--- config.mk ---
export PLATFORM = sky130hd
export DESIGN_NAME = reg_rr_arbiter
export DESIGN_NICKNAME = d
export VERILOG_FILES = /design/src/rtl/reg_rr_arbiter.sv
export SDC_FILE = /design/constraint.sdc
export NUM_CORES = 1
export LEC_CHECK = 0
export ABC_AREA = 0
export CORE_AREA = 2 2 122 124
export CTS_BUF_LIST = sky130_fd_sc_hd__clkbuf_2
export DETAILED_ROUTE_END_ITERATION = 10
export DIE_AREA = 0 0 124 126
export GPL_ROUTABILITY_DRIVEN = 0
export SYNTH_ARGS = -nofsm -noshare
export SYNTH_HDL_FRONTEND = slang
export SYNTH_SLANG_ARGS = --single-unit
export TNS_END_PERCENT = 1
--- constraint.sdc ---
create_clock -name clk_i -period 1.9 [get_ports clk_i]
set_input_delay 0.285 -clock clk_i [delete_from_list [all_inputs] [get_ports clk_i]]
set_output_delay 0.285 -clock clk_i [all_outputs]
set_load 0.01 [all_outputs]
--- src/rtl/reg_rr_arbiter.sv ---
// Round-robin arbiter sharing one register-interface slave among NumReq masters.
// One transaction in flight at a time; a watchdog error-completes hung transfers.

package core_v_mcu_pkg;
  typedef struct packed {
    logic        valid;
    logic        write;
    logic [31:0] addr;
    logic [31:0] wdata;
    logic [3:0]  wstrb;
  } reg_req_t;

  typedef struct packed {
    logic        ready;
    logic        error;
    logic [31:0] rdata;
  } reg_rsp_t;
endpackage

// Per-requester response steering: owner sees the slave (or forced error), others see zero.
module reg_rr_arbiter_rsp_lane #(
  parameter type reg_rsp_t = core_v_mcu_pkg::reg_rsp_t
) (
  input  logic     owner_sel,
  input  logic     fire,
  input  reg_rsp_t slv_rsp,
  output reg_rsp_t lane_rsp
);
  always_comb begin
    lane_rsp = '0;
    if (owner_sel) begin
      if (fire) begin
        lane_rsp.ready = 1'b1;
        lane_rsp.error = 1'b1;
      end else begin
        lane_rsp = slv_rsp;
      end
    end
  end
endmodule

module reg_rr_arbiter #(
  parameter int unsigned NumReq        = 2,
  parameter int unsigned TimeoutCycles = 255,
  parameter type         reg_req_t     = core_v_mcu_pkg::reg_req_t,
  parameter type         reg_rsp_t     = core_v_mcu_pkg::reg_rsp_t
) (
  input  logic                      clk_i,
  input  logic                      rst_i,
  input  reg_req_t [NumReq-1:0]     req_i,
  output reg_rsp_t [NumReq-1:0]     rsp_o,
  output reg_req_t                  req_o,
  input  reg_rsp_t                  rsp_i,
  output logic                      busy_o,
  output logic [$clog2(NumReq)-1:0] grant_idx_o,
  output logic                      timeout_o
);
  localparam int unsigned      IdxW    = $clog2(NumReq);
  localparam logic [IdxW:0]    NumReqW = (IdxW+1)'(NumReq);
  localparam logic [IdxW-1:0]  LastIdx = IdxW'(NumReq - 1);
  localparam bit               WdEn    = (TimeoutCycles != 0);
  localparam logic [15:0]      TLast   = 16'(TimeoutCycles - 1);

  typedef enum logic {IDLE, BUSY} state_e;

  state_e          state_q, state_d;
  logic [IdxW-1:0] owner_q, rr_ptr_q, winner, owner_inc;
  logic [IdxW:0]   cand;
  logic [15:0]     tcnt_q;
  logic            busy, any_valid, owner_valid, complete, expiry, fire, done;

  assign busy        = (state_q == BUSY);
  assign owner_valid = req_i[owner_q].valid;
  assign complete    = busy && owner_valid && rsp_i.ready;
  // expiry is purely state-based so req_o never depends on rsp_i
  assign expiry      = WdEn && busy && (tcnt_q == TLast);
  assign fire        = expiry && !complete;
  assign done        = busy && (complete || fire || !owner_valid);
  assign owner_inc   = (owner_q == LastIdx) ? '0 : owner_q + 1'b1;

  // first valid requester at or after rr_ptr, wrapping
  always_comb begin
    any_valid = 1'b0;
    winner    = rr_ptr_q;
    cand      = '0;
    for (int unsigned i = 0; i < NumReq; i++) begin
      cand = {1'b0, rr_ptr_q} + (IdxW+1)'(i);
      if (cand >= NumReqW) cand = cand - NumReqW;
      if (!any_valid && req_i[cand[IdxW-1:0]].valid) begin
        any_valid = 1'b1;
        winner    = cand[IdxW-1:0];
      end
    end
  end

  always_ff @(posedge clk_i) begin
    if (rst_i) state_q <= IDLE;
    else       state_q <= state_d;
  end

  always_comb begin
    state_d = state_q;
    case (state_q)
      IDLE:    if (any_valid) state_d = BUSY;
      BUSY:    if (done)      state_d = IDLE;
      default: state_d = IDLE;
    endcase
  end

  always_ff @(posedge clk_i) begin
    if (rst_i) begin
      owner_q  <= '0;
      rr_ptr_q <= '0;
      tcnt_q   <= '0;
    end else if (!busy) begin
      if (any_valid) begin
        owner_q <= winner;
        tcnt_q  <= '0;
      end
    end else if (done) begin
      rr_ptr_q <= owner_inc;
    end else begin
      tcnt_q <= tcnt_q + 16'd1;
    end
  end

  always_comb begin
    req_o = '0;
    if (busy) begin
      req_o = req_i[owner_q];
      if (expiry) req_o.valid = 1'b0;
    end
  end

  assign busy_o      = busy;
  assign grant_idx_o = owner_q;
  assign timeout_o   = fire;

  for (genvar k = 0; k < NumReq; k++) begin : g_lane
    reg_rr_arbiter_rsp_lane #(.reg_rsp_t(reg_rsp_t)) u_lane (
      .owner_sel (busy && (owner_q == IdxW'(k))),
      .fire      (fire),
      .slv_rsp   (rsp_i),
      .lane_rsp  (rsp_o[k])
    );
  end
endmodule

==> impl_results.md, run 1 <==
- Status: finished, violations left
- Violated checks: setup timing
- Fmax: 427 MHz
- Fill cells: 1435
- Root buf cell: clkbuf_2
- Hold Vio Cnt, Final: 0
- H-tree depth: 1
- Worst Hold Class: reg2reg
- Number of port buffers: 316
- Reg area: 389 µm²
- WL per Instance: 17.6 µm
- Top_reg_cell synth: dfxtp_1
- CP Launch Type: flip-flop
- RSZ-0062 raised after global routing: yes
- Syn Nets: 546
- CP endpoint kind: output port
- CP required: 1.62 ns
- Layout cells sized above 1: 0.363
- Setup TNS: -27.41 ns
- Critical path fanouts, max: 8
- Most common cell after layout, fill and taps aside: clkdlybuf4s50_1
- Starting density of the core: 0.183
- Final total power: 1950 µW
- R2r startpoint: tcnt_q[0]
- Post-synth top area cell: mux2i_1
- Hold_sp: tcnt_q[14]
- CP max stage delay: 0.38 ns
- TritonCTS Buffers: 3
- Pleak: 0.00285 µW
- Final Critical Period: 2.34 ns
- GRT Overall Usage: 0.187
- Max-Cap Viols: 0
- Stages on the worst setup path: 8
- Via density per instance: 4.59
- R2R Setup Slk: -0.09 ns
- Syn Area/Cell: 7.12 µm²
- Cells on worst reg2reg path: 9
- Core ar.: 0.0143 mm²
- Slew @ Worst Pin: 0.358 ns
- RR Endpoint: tcnt_q[11]
- Layout overhead on the synthesized area: 153%
- Buf+Inv Stages, Crit Path: 4
- Synthesized instance count: 368
- Async S/R FF share, synth: 0
- #FFs+latches synth: 19
- CP top delay family: simple AND/OR/NAND/NOR gates
- Crit Path Category: reg2out
- Drt pass-1 iters: 4
- Hold Path Stages: 2
- GRT Residual Overflow: 0
- Final worst slack: -0.442 ns
- Antenna Cells: 0
- Fin crit share: 1.23
- Largest cells by area after synthesis: mux2i_1 28%, and2_1 16%, dfxtp_1 15%, nor2_1 11%, clkbuf_1 3.3%
- Clock-pin slew on the worst setup and hold paths: 0.21 ns
- Synthesized area: 0.00262 mm²
- Total of warnings raised by yosys: 0
- Buffers from clock root to sink, at most: 2
- Yosys cell types: 38
- Initial antenna violation count: 0
- Drt initial violations: 162
- Multi-input gate area: 0.00233 mm²
- Util after Layout: 0.462
- Final nets: 903
- Post-CTS Hold Buffers: 0
- Number of global-route vias before repair: 4051
- Power Density: 295 mW/mm²
- Most frequent cells in the layout: 180 x clkdlybuf4s50_1, 77 x nor2_1, 70 x mux2i_1
- DR vias: 4164
- Row count: 44
- Largest net degree at the start of global routing: 39
- Routed wire length: 16000 µm
- Die ar.: 0.0156 mm²
- Worst slew margin: 0.762
- Ports: 317
- CP dominant cell by count: buf_6
- Post-Route Skew: 0.0131 ns
- Maximum VDD drop: 0.000149 V
- CP Cell Sequence: nor4_4, and4_4, buf_6, a21oi_4, buf_6, buf_16, and2_4, buf_6
- DR DRC count: 0
- # clock sinks: 19
- Hpwl dp: 13000 µm
- Top cell type's share of synthesized area: 0.275
- Post-synthesis sequential area ratio: 0.145
- First-pass GRT wire length: 22700 µm
- CTS tree: yes
- Antenna Nets Post-Route: 0
- Setup violations, final: 84
- CP arrival: 2.06 ns
- CP max-delay cell: dfxtp_2
- Skew-Pair Late Insertion Delay: 0.33 ns
- Hold EP: tcnt_q[14]
- Chip Width: 124 µm
- Chip height: 126 µm
- Slew Limit Fails: 0
- Post-synth EDFFs: 0
-- sequential cells by signal (all words and copies together) (netlist names) --
name         flops
grant_idx_o      1
rr_ptr_q         1
busy_o           1
tcnt_q          16
-- cells by family after synthesis --
group                      synth area share
and+or+nand+nor                       0.413
adders and majority gates           0.00955
DFF                                   0.145
muxes                                 0.281
AOI/OAI and AO/OA                    0.0941
buffers and inverters                0.0573
-- timing repair --
item,4_1_cts,5_1_grt
resized for setup,555,81
buffers inserted,7,2
setup endpoints to repair,152,150
pin swaps,51,21
cloned,4,0
hold endpoints to repair,0,0
-- cells in the mapped netlist (5+ instances only) --
cell       n
mux2i_1   72
a21oi_1   13
or4_1      5
and2_1    67
nor2_1    77
or3_1      5
nand4_1   11
o21ai_0    7
nand2_1    7
clkbuf_1  23
nand3_1    5
dfxtp_1   19
-- per-layer routing --
metal,vias up,track usage,routed length [µm]
met5,-,0,0
met4,0,0.0423,357
met3,16,0.0303,1240
met2,224,0.356,8350
met1,1921,0.215,6070
li1,2003,-,-
-- worst max-delay path by stage --
| stage | start | end | slack [ns] |
|---|---|---|---|
| after floorplan | tcnt_q[0] | rsp_o[10] | -0.08 |
| after global placement | req_i[69] | rsp_o[31] | -0.50 |
| after detailed placement | req_i[139] | rsp_o[21] | -0.55 |
| after CTS | tcnt_q[0] | rsp_o[11] | -0.44 |
| after global routing | tcnt_q[0] | rsp_o[0] | -0.52 |
| final | tcnt_q[15] | rsp_o[11] | -0.44 |
-- report_power, final --
| part | internal [µW] | leakage [µW] | switching (µW) |
|---|---|---|---|
| Clock | 47.7 | 0.0000164 | 143 |
| Sequential | 406 | 0.000156 | 7.95 |
| Combinational | 815 | 0.00267 | 531 |
| Total | 1270 | 0.00285 | 682 |
-- metrics by stage --
stage / setup WS (ns) / area [µm²] / cells / hold slack, ns
after detailed placement: -0.545 / 6330 / 891 / 0.488
after global placement: -0.504 / 6330 / 891 / 0.481
after global routing: -0.525 / 6620 / 908 / 0.541
after floorplan: -0.0752 / 2630 / 368 / 0.450
after CTS: -0.437 / 6370 / 906 / 0.514
final: -0.442 / 6620 / 908 / 0.533
-- final cells by class --
| cell class | count | area share |
|---|---|---|
| Clock buffer | 3 | 0.00227 |
| Multi-Input combinational cell | 315 | 0.352 |
| Inverter | 5 | 0.00321 |
| Sequential cell | 19 | 0.0588 |
| Clock inverter | 1 | 0.000756 |
| Timing Repair Buffer | 381 | 0.548 |
| Tap cell | 184 | 0.0348 |
-- worst reg2reg max path, delay by kind of cell, from the launching register on --
family	cells	cell delay (ns)
AND/OR/NAND/NOR	3	0.86
buffers and inverters	4	0.45
flip-flops	1	0.38
adder cells (fa/ha/maj)	1	0.15
AO/OA/AOI/OAI	1	0.13
Note: power is estimated with default switching activity, not from simulation.
==> run 2: changes to the inputs <==
CORE_AREA = 4 4 120 122   (was 2 2 122 124)
PLACE_DENSITY = 0.67   (was not set)
SYNTH_HIERARCHICAL = 1   (was not set)
==> run 2 against run 1 <==
  * Die area is the same
  * Routed wire length is 1.8% lower
  * Setup slack worse by 0.19 ns
  * Worst hold slack gained 0.0064 ns
  * Largest power group unchanged
  * Critical path depth unchanged
  * Sequential power hardly changed
  * Global-route usage increased by 0.40 points
  * Highest routed layer unchanged
  * The run still ends with setup timing left
==> impl_results.md, run 2 <==
- Status: finished, violations left
- Violated checks: setup timing
- Crit Path Category: reg2out
- Dpl cell area: 0.00655 mm² (+3.5%)
- Sequential fraction of design power: 0.227 (+0.015)
- Chip Width: 124 µm (unchanged)
- Critical path fanouts, max: 69 (+61)
- Maximum VDD drop: 0.000156 V (+5.0%)
- Setup violations, final: 81 (-3.6%)
- Final worst slack: -0.635 ns (-0.193 ns)
- Drt pass-1 iters: 7 (+3)
- Slew @ Worst Pin: 0.363 ns (+0.00562 ns)
- Ports: 317 (unchanged)
- Largest register FFs: 16 (unchanged)
- H-tree depth: 1 (unchanged)
- Reg area: 390 µm² (+0.32%)
- GRT Residual Overflow: 0 (unchanged)
- Pleak: 0.00291 µW (+2.1%)
- TritonCTS Buffers: 3 (unchanged)
- Initial antenna violation count: 1 (+1)
- Hpwl dp: 13500 µm (+4.0%)
- Fmax: 395 MHz (-7.6%)
- Sw frac: 0.359 (+0.00965)
- Layout overhead on the synthesized area: 118%
- DR vias: 4083 (-1.9%)
- Post-Layout Cell Count: 880 (-3.1%)
- Worst Hold Class: reg2reg
- CP endpoint kind: output port
- Chip height: 126 µm (unchanged)
- Starting density of the core: 0.215 (+0.0320)
- Hold Vio Cnt, Final: 0 (unchanged)
- Max-Cap Viols: 0 (unchanged)
- Final Critical Period: 2.53 ns (+0.193 ns)
- Number of global-route vias before repair: 4045 (-0.15%)
- Number of port buffers: 316 (unchanged)
- Multi-input gate area: 0.00236 mm² (+1.4%)
- Core ar.: 0.0132 mm² (-7.8%)
- R2r startpoint: tcnt_q[9]
- Antenna Nets Post-Route: 0 (unchanged)
- Syn Nets: 545 (-0.18%)
- Slew Limit Fails: 0 (unchanged)
- Routed wire length: 15700 µm (-1.8%)
- Post-synth EDFFs: 0 (unchanged)
- GRT Overall Usage: 0.191 (+0.00401)
- DR DRC count: 0 (unchanged)
- Most common cell after layout, fill and taps aside: clkdlybuf4s50_1
- CP required: 1.62 ns (about the same)
- Design Area, Final: 0.00618 mm² (-6.6%)
- Async S/R FF share, synth: 0 (unchanged)
- Psw: 652 µW (-4.3%)
- Top cell type's share of synthesized area: 0.247 (-0.0280)
- Post-CTS Hold Buffers: 0 (unchanged)
- P_int: 1160 µW (-8.3%)
- Die ar.: 0.0156 mm² (unchanged)
- Fill cells: 1336 (-6.9%)
- Clock Power Share: 0.103 (+0.005)
- Post-synth top area cell: mux2i_1
- # clock sinks: 19 (unchanged)
- Synthesized area: 0.00284 mm² (+8.3%)
- Most frequent cells in the layout: 181 x clkdlybuf4s50_1, 85 x buf_2, 75 x nor2_1
- CP Launch Type: flip-flop
- Fin crit share: 1.33 (+0.102)
- CP max stage delay: 0.37 ns (about the same)
- Hold_sp: rr_ptr_q
- Top_reg_cell synth: dfxtp_1
- Final nets: 882 (-2.3%)
- Cell with the most instances after synthesis: nor2_1
- CP top delay family: simple AND/OR/NAND/NOR gates
- Largest net degree at the start of global routing: 70 (+79%)
- Power Density: 294 mW/mm² (-0.32%)
- Buffers from clock root to sink, at most: 2 (unchanged)
- Clock-pin slew on the worst setup and hold paths: 0.19 ns (-0.02 ns)
- Layout cells sized above 1: 0.309 (-0.0546)
- Largest cells by area after synthesis: mux2i_1 25%, and3b_1 16%, dfxtp_1 13%, nor2_1 10%, and3b_2 4.2%
- Syn Area/Cell: 7.73 µm² (+8.6%)
- #FFs+latches synth: 19 (unchanged)
- Buf+Inv Stages, Crit Path: 3 (-1)
- Worst slew margin: 0.756 (-0.00577)
- CP max-delay cell: dfxtp_2
- CP arrival: 2.25 ns (+0.19 ns)
- Yosys cell types: 46 (+21%)
- CP Cell Sequence: inv_2, ha_4, nor4b_4, nand3_4, nor4_4, buf_12, and3b_2, dlygate4sd2_1
- WL per Instance: 17.9 µm (+1.3%)
- List of most frequent post-synthesis cells: 76 x nor2_1, 70 x mux2i_1, 53 x and3b_1
- Synthesized instance count: 367 (-0.27%)
- RSZ-0062 raised after global routing: yes
- Worst Setup SP: tcnt_q[0]
- Total of warnings raised by yosys: 6 (+6)
- Row count: 42 (-4.5%)
- First-pass GRT wire length: 23200 µm (+2.3%)
- Post-synthesis sequential area ratio: 0.134 (-0.0111)
- Post-Route Skew: 0.0114 ns (-0.00163 ns)
- Reg with most FFs: tcnt_q
- Logic pwr share: 0.670 (-0.020)
- Via density per instance: 4.64 (+1.2%)
- Final total power: 1820 µW (-6.9%)
- Drt initial violations: 118 (-27%)
- CTS tree: yes
- Skew-Pair Late Insertion Delay: 0.32 ns (about the same)
- Placed cell count: 875 (-1.8%)
- Root buf cell: clkbuf_2
## run 2: final timing paths
kind	endpoint	slack, ns	cells after the start
worst max-delay path	rsp_o[27]	-0.63	8
worst min-delay path	rr_ptr_q	0.54	2
worst max register to register	rr_ptr_q	0.06	8
worst min register to register	rr_ptr_q	0.54	2
## run 2: kinds of logic after synthesis
group | after synthesis | share of synthesized area
DFF | 19 | 0.134
and+or+nand+nor | 202 | 0.456
buffers and inverters | 38 | 0.0657
adders and majority gates | 2 | 0.00882
muxes | 70 | 0.247
AOI/OAI and AO/OA | 36 | 0.0887
## run 2: per-stage QoR
step	hold WS (ns)	worst slack, ns	TNS [ns]	util
2_1_floorplan	0.441	-0.162	-8.39	-
3_3_place_gp	0.476	-0.623	-43.39	0.497
3_5_place_dp	0.489	-0.656	-45.37	0.497
4_1_cts	0.516	-0.661	-37.09	0.470
5_1_grt	0.546	-0.791	-48.26	0.469
6_report	0.539	-0.635	-33.85	0.469
## run 2: worst register-to-register path, cell delays in order, from the launching register on
cell      delay (ns)
dfxtp_2         0.37
buf_4           0.15
or3_4           0.39
nor4_4          0.29
buf_4           0.16
o21ai_2         0.08
buf_4           0.15
nand3b_1        0.10
o31ai_2         0.07
## run 2: what timing repair did
action | CTS | global route
resized for setup | 496 | 33
endpoints found under the setup margin | 143 | 144
pin swaps | 1 | 1
buffers inserted | 0 | 0
## run 2: power by group through the flow
stage	clock, µW	sequential (µW)	combinational (µW)
global route	216	413	1300
global placement	0	419	1320
detailed placement	0	419	1330
finish	187	412	1220
CTS	194	411	1230
floorplan	0	423	457
## run 2: area by class of cell
type | instances | area share
timing repair buffer | 363 | 0.511
multi-input combinational | 310 | 0.383
sequential | 19 | 0.0632
tap | 176 | 0.0356
inverter | 7 | 0.00425
clock buffer | 4 | 0.00324
antenna | 1 | 0.000405
## run 2: layer usage
layer  part of all wire  wire (µm)  global-route usage  up-vias
met3              0.072       1130              0.0466       28
met1               0.37       5790               0.218     1875
met4              0.031        489              0.0664        0
met2               0.53       8320               0.343      170
li1                   -          -                   -     2010
met5                  0          0                   0        -
==> run 3: changes to the inputs <==
CORE_AREA = 4 4 122 124   (was 4 4 120 122)
DIE_AREA = 0 0 126 128   (was 0 0 124 126)
DONT_BUFFER_PORTS = 1   (was not set)
GPL_TIMING_DRIVEN = 0   (was not set)
PLACE_DENSITY = not set   (was 0.67)
==> run 3 against run 2 <==
  * The flow still finishes with violations (setup timing)
  * Flip-flop and latch count did not move
  * Final area is 46% lower
  * Die area increased by 3.2%
  * Via count is 26% lower
  * Register-to-register slack worse by 0.03 ns
  * Clock skew decreased by 0.0023 ns
  * Non-clock buffer count shrank 330
  * Clock-buffer cell count is the same
  * Largest cell class is now multi-input combinational cells
==> impl_results.md, run 3 (same netlist as run 2, synthesis figures left out) <==
- Fin crit share: 1.39 (+0.0569)
- CP arrival: 2.36 ns (+0.11 ns)
- Buf+Inv Stages, Crit Path: 2 (-1)
- Layout overhead on the synthesized area: 18.5%
- Post-CTS Hold Buffers: 0 (unchanged)
- Largest net degree at the start of global routing: 13 (-81%)
- Max-Cap Viols: 0 (unchanged)
- Pleak: 0.00135 µW (-54%)
- CTS tree: yes
- Fmax: 378 MHz (-4.1%)
- Hold Vio Cnt, Final: 0 (unchanged)
- R2R Setup Slk: 0.03 ns (-0.03 ns)
- Via density per instance: 5.43 (+17%)
- Drt pass-1 iters: 4 (-3)
- Die ar.: 0.0161 mm² (+3.2%)
- Chip Width: 126 µm (+1.6%)
- Number of port buffers: 0 (-100%)
- Reg with most FFs: tcnt_q
- Maximum VDD drop: 0.000192 V (+23%)
- # clock sinks: 19 (unchanged)
- CP top delay family: simple AND/OR/NAND/NOR gates
- CP Launch Type: flip-flop
- Ports: 317 (unchanged)
- Chip height: 128 µm (+1.6%)
- GRT Overall Usage: 0.146 (-0.0457)
- Antenna Nets Post-Route: 0 (unchanged)
- First-pass GRT wire length: 18600 µm (-20%)
- Power Density: 367 mW/mm² (+25%)
- Hold WS: 0.103 ns (-0.436 ns)
- Worst Hold Class: in2reg
- Setup TNS: -47.84 ns (-13.99 ns)
- Hpwl dp: 11400 µm (-16%)
- CP max stage delay: 0.60 ns (+0.23 ns)
- Number of global-route vias before repair: 2930 (-28%)
- Crit Path Category: reg2out
- Most frequent cells in the layout: 64 x nor2_1, 61 x mux2i_1, 53 x and3b_1
- CP required: 1.62 ns (about the same)
- Util after Layout: 0.244 (-0.225)
- TritonCTS Buffers: 3 (unchanged)
- Post-Layout Cell Count: 556 (-37%)
- Routed wire length: 13300 µm (-15%)
- Setup violations, final: 70 (-14%)
- WL per Instance: 23.9 µm (+34%)
- Largest register FFs: 16 (unchanged)
- Multi-input gate area: 0.00244 mm² (+3.2%)
- RSZ-0062 raised after global routing: yes
- Final worst slack: -0.743 ns (-0.108 ns)
- Root buf cell: clkbuf_2
- DR vias: 3018 (-26%)
- CP max-delay cell: nor4_4
- Setup WS pre-CTS: -0.955 ns (-0.299 ns)
- Placed cell count: 547 (-37%)
- Core ar.: 0.0138 mm² (+4.4%)
- Layout cells sized above 1: 0.261 (-0.0473)
- Final Critical Period: 2.64 ns (+0.108 ns)
- Critical path fanouts, max: 10 (-86%)
- Initial antenna violation count: 1 (unchanged)
- DR DRC count: 0 (unchanged)
- Slew Limit Fails: 0 (unchanged)
- Buffers from clock root to sink, at most: 2 (unchanged)
- H-tree depth: 1 (unchanged)
- Status: finished, violations left
- Slew @ Worst Pin: 0.635 ns (+0.272 ns)
- GRT Residual Overflow: 0 (unchanged)
- Drt initial violations: 207 (+75%)
- Most common cell after layout, fill and taps aside: nor2_1
- Violated checks: setup timing
- Reg area: 397 µm² (+1.6%)
- Worst slew margin: 0.575 (-0.181)
- CP Cell Sequence: inv_2, ha_4, nor4b_4, nand3_4, nor4_4, buf_4, and3b_1
- Skew-Pair Late Insertion Delay: 0.32 ns (about the same)
- Final nets: 554 (-37%)
- Row count: 43 (+2.4%)
- Clock-pin slew on the worst setup and hold paths: 0.19 ns (about the same)
- Starting density of the core: 0.206 (-0.00910)
- CP endpoint kind: output port
- Post-Route Skew: 0.00912 ns (-0.00230 ns)
- Fill cells: 1554 (+16%)
-- run 3: changes by cell type in the layout (fill, tap and decap cells not counted), sizes merged --
cell,change
clkdlybuf4s15,-6
clkdlybuf4s50,-181
clkbuf,-8
buf,-127
dlymetal6s2s,-4
nor4,+2
dlygate4sd2,-4
-- run 3: per-stage QoR --
step,instance area (µm²),power [µW]
3_5_place_dp,3140,1010
2_1_floorplan,2910,880
6_report,3360,1230
3_3_place_gp,3140,1000
4_1_cts,3300,1220
5_1_grt,3360,1300
-- run 3: final cells by class --
cell class,count,area share
Multi-Input combinational cell,312,0.726
Clock buffer,4,0.00596
Antenna cell,1,0.000745
Sequential cell,19,0.118
Buffer,31,0.0707
Tap cell,180,0.0670
Timing Repair Buffer,2,0.00372
Inverter,7,0.00782
-- run 3: per-layer routing --
metal	vias up	part of all wire	track usage
li1	1351	-	-
met1	1475	0.37	0.172
met2	182	0.53	0.272
met3	10	0.089	0.0396
met4	0	0.012	0.0164
met5	-	0	0
-- run 3: where the power goes --
part | total (µW) | internal, µW | switching [µW] | leakage [µW]
Combinational | 630 | 222 | 409 | 0.00117
Clock | 184 | 55.8 | 128 | 0.0000166
Sequential | 419 | 406 | 13.7 | 0.000158
-- run 3: path summary, 6_finish.rpt --
| kind | start | end | cells past startpoint |
|---|---|---|---|
| setup / recovery | tcnt_q[0] | rsp_o[9] | 7 |
| hold / removal | rst_i | grant_idx_o | 2 |
| setup reg to reg | tcnt_q[0] | tcnt_q[13] | 8 |
| hold reg to reg | tcnt_q[0] | tcnt_q[0] | 1 |
-- run 3: what timing repair did --
action                     CTS  global route
pin swaps                    4             1
buffers inserted             1             0
setup endpoints to repair  143           148
gates resized for setup     42            27
cloned                       3             0
==> patch 1, RTL diff (config.mk and constraints of run 2) <==
Register the output `timeout_o`, cleared by the reset; this adds one clock of latency there. The other outputs are not delayed to match.
--- a/src/rtl/reg_rr_arbiter.sv
+++ b/src/rtl/reg_rr_arbiter.sv
@@ -136,3 +136,9 @@
   assign grant_idx_o = owner_q;
-  assign timeout_o   = fire;
+  always_ff @(posedge clk_i) begin
+    if (rst_i) begin
+      timeout_o <= '0;
+    end else begin
+      timeout_o <= fire;
+    end
+  end
 
Formal check against the unedited RTL: no difference found for any inputs over 10 cycles, from zero or initial values and one cycle with rst_i high; that may be too few to reach the edited logic, so the function may still have changed.
==> patch 1 against run 2 <==
The flow still finishes with violations (setup timing). Worst setup slack improved by 0.024 ns. Register-to-register slack got worse by 0.19 ns. Total power increased by 3.5%. Critical path depth increased by 4. Final area increased by 7.9%. First-iteration DRC count increased by 30%. Combinational power increased by 3%. Sequential cell count increased by 1. Routed wire length increased by 6.3%. Area after synthesis decreased by 2.8%. Largest cell class unchanged. Largest power group unchanged. Highest routed layer unchanged.
==> patch 1: results <==
{
  "status": "complete, but fails checks",
  "violations": "setup timing",
  "regMostFlops": "tcnt_q",
  "netlist_top_cells_count": "85 x nor2_1, 71 x mux2i_1, 52 x and3b_1",
  "finalSetupViolations": 140,
  "synth_compound_area_share_pct": 8.984,
  "worstHoldPathType": "register to register",
  "fin_worst_skew_ns": 0.01110,
  "crit_path_max_fanout": 8,
  "synthFlopType": "dfxtp_1",
  "post_drt_wl_per_cell_um": 18.54,
  "synth_area_leaders": "mux2i_1 26%, and3b_1 17%, dfxtp_1 15%",
  "drtIter0Drc": 153,
  "clkTransAtPathRegs_ns": 0.20,
  "dp.final_hpwl_mm": 13.34,
  "fillers": 1230,
  "critPathArrivalTime_ns": 2.23,
  "tightest_slew_ns": 0.2951,
  "ir_drop_mv": 0.1857,
  "largest_reg_flops": 16,
  "grt_start_max_net_pins": 59,
  "via_per_inst": 4.727,
  "swShare_pct": 34.27,
  "track_usage_pct": 19.92,
  "synthAdderAreaFrac_pct": 0.9074,
  "yosys_warnings": 6,
  "synthMuxAreaShare_pct": 26.18,
  "diodes": 0,
  "grt_pass1_wl_mm": 24.54,
  "dr.pass1.iters": 4,
  "avgSynthCellArea_um2": 7.393,
  "layout-drive-gt1-share_pct": 24.79,
  "synthDistinctLibCells": 45,
  "synthesis.nets": 551,
  "synthXorXnorAreaFrac_pct": 0,
  "p_leak_nw": 2.901,
  "layout.nets": 905,
  "clk_latency_ns": 0.32,
  "first_global_vias": 4456,
  "layout_setup_ws_ns": -0.6101,
  "max_stage_delay_ns": 0.36,
  "setup_tns_ns": -54.29,
  "synth-seq-area-share_pct": 14.52
}
==> patch 1: cell count changes in the layout (fill, tap and decap cells not counted), sizes merged, moves of 6 or more <==
cell / run 2 / this run
buf: 154 / 135
nor3: 1 / 8
clkdlybuf4s50: 181 / 235
clkbuf: 18 / 5
a21oi: 3 / 10
or4: 8 / 2
o211ai: 11 / 1
nor2: 77 / 86
==> patch 1: cells by family (layout without fill, tap and decap cells) <==
group	count (synthesis)	after routing
and+or+nand+nor	200	200
muxes	72	72
buffers and inverters	42	395
AOI/OAI and AO/OA	37	37
DFF	20	20
adders and majority gates	2	2
==> patch 1: worst paths after layout <==
kind | from | endpoint | slack (ns) | depth (start not counted)
setup reg to reg | grant_idx_o$_SDFFE_PP0P_ | tcnt_q[6]$_SDFFE_PP0P_ | -0.13 | 6
hold reg to reg | rr_ptr_q$_SDFFE_PP0P_ | rr_ptr_q$_SDFFE_PP0P_ | 0.53 | 2
hold / removal | rr_ptr_q$_SDFFE_PP0P_ | rr_ptr_q$_SDFFE_PP0P_ | 0.53 | 2
setup / recovery | tcnt_q[0]$_SDFFE_PP0P_ | rsp_o[42] | -0.61 | 12
==> patch 1: metrics by stage <==
stage	area (µm²)	setup WS (ns)	power [mW]	instances	util, %
6_report	6668	-0.6101	1.879	902	50.55
5_1_grt	6668	-0.7531	1.998	902	50.55
4_1_cts	6593	-0.6343	1.887	902	49.98
3_5_place_dp	6491	-0.6305	1.737	883	49.21
3_3_place_gp	6491	-0.5677	1.721	883	49.21
2_1_floorplan	2834	-0.06650	0.8811	373	-
==> patch 1: per-layer routing <==
| metal | track usage (%) | part of all wire, % |
|---|---|---|
| met3 | 6.323 | 9.3 |
| met2 | 34.30 | 50 |
| met5 | 0 | 0 |
| met4 | 3.930 | 2.1 |
| met1 | 24.27 | 39 |
==> patch 1: repair_timing <==
item,CTS,global route
endpoints found under the setup margin,153,152
pin swaps,3,3
gates resized for setup,328,18
cloned,6,0
buffers inserted,9,0
==> patch 1: area by class of cell <==
| type | instances | area share (%) |
|---|---|---|
| clock buffers | 4 | 0.3002 |
| inverters | 9 | 0.5067 |
| multi-input cells | 311 | 34.53 |
| flip-flops and latches | 20 | 6.155 |
| well taps | 176 | 3.303 |
| repair buffers | 382 | 55.21 |
==> patch 1: worst register-to-register path: cells and delay by family, from the launching register on <==
family,cells,cell delay [ns]
AOI/OAI and AO/OA,1,0.13
and+or+nand+nor,3,1.11
DFF,1,0.40
muxes,1,0.18
buffers and inverters,1,0.16
==> patch 1: power groups by stage <==
stage	combinational (mW)	clock, mW	sequential [mW]
final	1.26	0.192	0.430
after global placement	1.28	0	0.438
after detailed placement	1.30	0	0.439
after floorplan	0.439	0	0.442
after global routing	1.35	0.220	0.432
after CTS	1.26	0.197	0.431
==> patch 2, RTL diff (config.mk and constraints of run 2) <==
Without the edit above. Change the parameter `TimeoutCycles` from 255 to 127.
--- a/src/rtl/reg_rr_arbiter.sv
+++ b/src/rtl/reg_rr_arbiter.sv
@@ -43,3 +43,3 @@
   parameter int unsigned NumReq        = 2,
-  parameter int unsigned TimeoutCycles = 255,
+  parameter int unsigned TimeoutCycles = 127,
   parameter type         reg_req_t     = core_v_mcu_pkg::reg_req_t,
Check against the original RTL: same outputs for any inputs over 10 cycles, from zero or initial values and one cycle with rst_i high; that may be too few to reach the edited logic, so the function may still have changed.
==> patch 2 against run 2 <==
The run still ends with setup timing left. Routed wire length increased by 5.7%. Die area stayed put. Worst setup slack lost 0.49 ns. Critical path type unchanged. Area after synthesis is 1.7% higher. Sequential cell count unchanged. Final area rose by 3.9%. Critical path depth is 1 lower. Highest routed layer unchanged. Sequential power is essentially flat. Total power rose by 2.5%.
==> patch 2: results <==
{
  "dr.pass1.iters": 4,
  "dp.cells": 888,
  "slew_headroom_pct": 75.53,
  "post_drt_wl_per_cell_um": 18.48,
  "fillers": 1319,
  "netlist_top_cells_count": "74 x nor2_1, 71 x mux2i_1, 52 x and3b_1",
  "critPathArrivalTime_ns": 2.74,
  "drtIter0Drc": 153,
  "worstSetupStartpoint": "tcnt_q[10]$_SDFFE_PP0P_",
  "cp-endpoint": "rsp_o[59]",
  "dp.final_hpwl_mm": 13.80,
  "p_leak_nw": 2.935,
  "synth-seq-area-share_pct": 13.19,
  "place_area_mm2": 0.006608,
  "dr_total_vias": 4240,
  "layout-drive-gt1-share_pct": 29.70,
  "pre_cts_ws_ns": -0.9550,
  "clk_latency_ns": 0.34,
  "clk_path_buf_depth": 2,
  "synthesis.nets": 551,
  "synth_area_leaders": "mux2i_1 25%, and3b_1 16%, dfxtp_1 13%",
  "violations": "setup timing",
  "swShare_pct": 36.21,
  "p_clk_mw": 0.192,
  "crit_path_max_fanout": 17,
  "clkTransAtPathRegs_ns": 0.21,
  "cts_resized": 465,
  "diodes": 0,
  "first_global_vias": 4168,
  "fin_worst_skew_ns": 0.01088,
  "ir_drop_mv": 0.1497,
  "max_stage_delay_ns": 0.54,
  "worst-r2r-setup-slack_ns": -0.30,
  "finalSetupViolations": 112,
  "whs_ns": 0.5893,
  "fin_total_pwr_mw": 1.861,
  "avgSynthCellArea_um2": 7.732,
  "antenna_found_initial": 0,
  "layout_setup_ws_ns": -1.124,
  "grt_pass1_wl_mm": 23.55,
  "min-delay-start": "tcnt_q[5]$_SDFFE_PP0P_",
  "synthDistinctLibCells": 52,
  "final_cells": 900,
  "status": "complete, but fails checks",
  "seq_cell_power_mw": 0.411
}
patch 2: layout make-up:
type | instances | area [µm²] | share of cell area [%]
sequential | 19 | 389.1 | 6.058
clock inverter | 1 | 5.005 | 0.07791
multi-input combinational | 311 | 2361 | 36.75
tap | 176 | 220.2 | 3.428
clock buffer | 3 | 15.01 | 0.2337
inverter | 10 | 37.54 | 0.5843
timing repair buffer | 380 | 3396 | 52.86
patch 2: routing by layer:
layer / GRT usage, % / share of wire, % / vias to the layer above
met5: 0 / 0 / -
met4: 5.412 / 2.9 / 0
met3: 5.919 / 10 / 24
met2: 35.16 / 51 / 240
met1: 20.57 / 36 / 1903
li1: - / - / 2073
patch 2: logic make-up (layout without fill, tap and decap cells):
family	after synthesis	in the layout	synth area share (%)
adder cells (fa/ha/maj)	2	2	0.8675
buffers and inverters	43	394	6.638
flip-flops	19	19	13.19
AO/OA/AOI/OAI	41	41	11.24
multiplexers	73	73	25.42
XOR/XNOR	1	1	0.3037
AND/OR/NAND/NOR	194	194	42.34
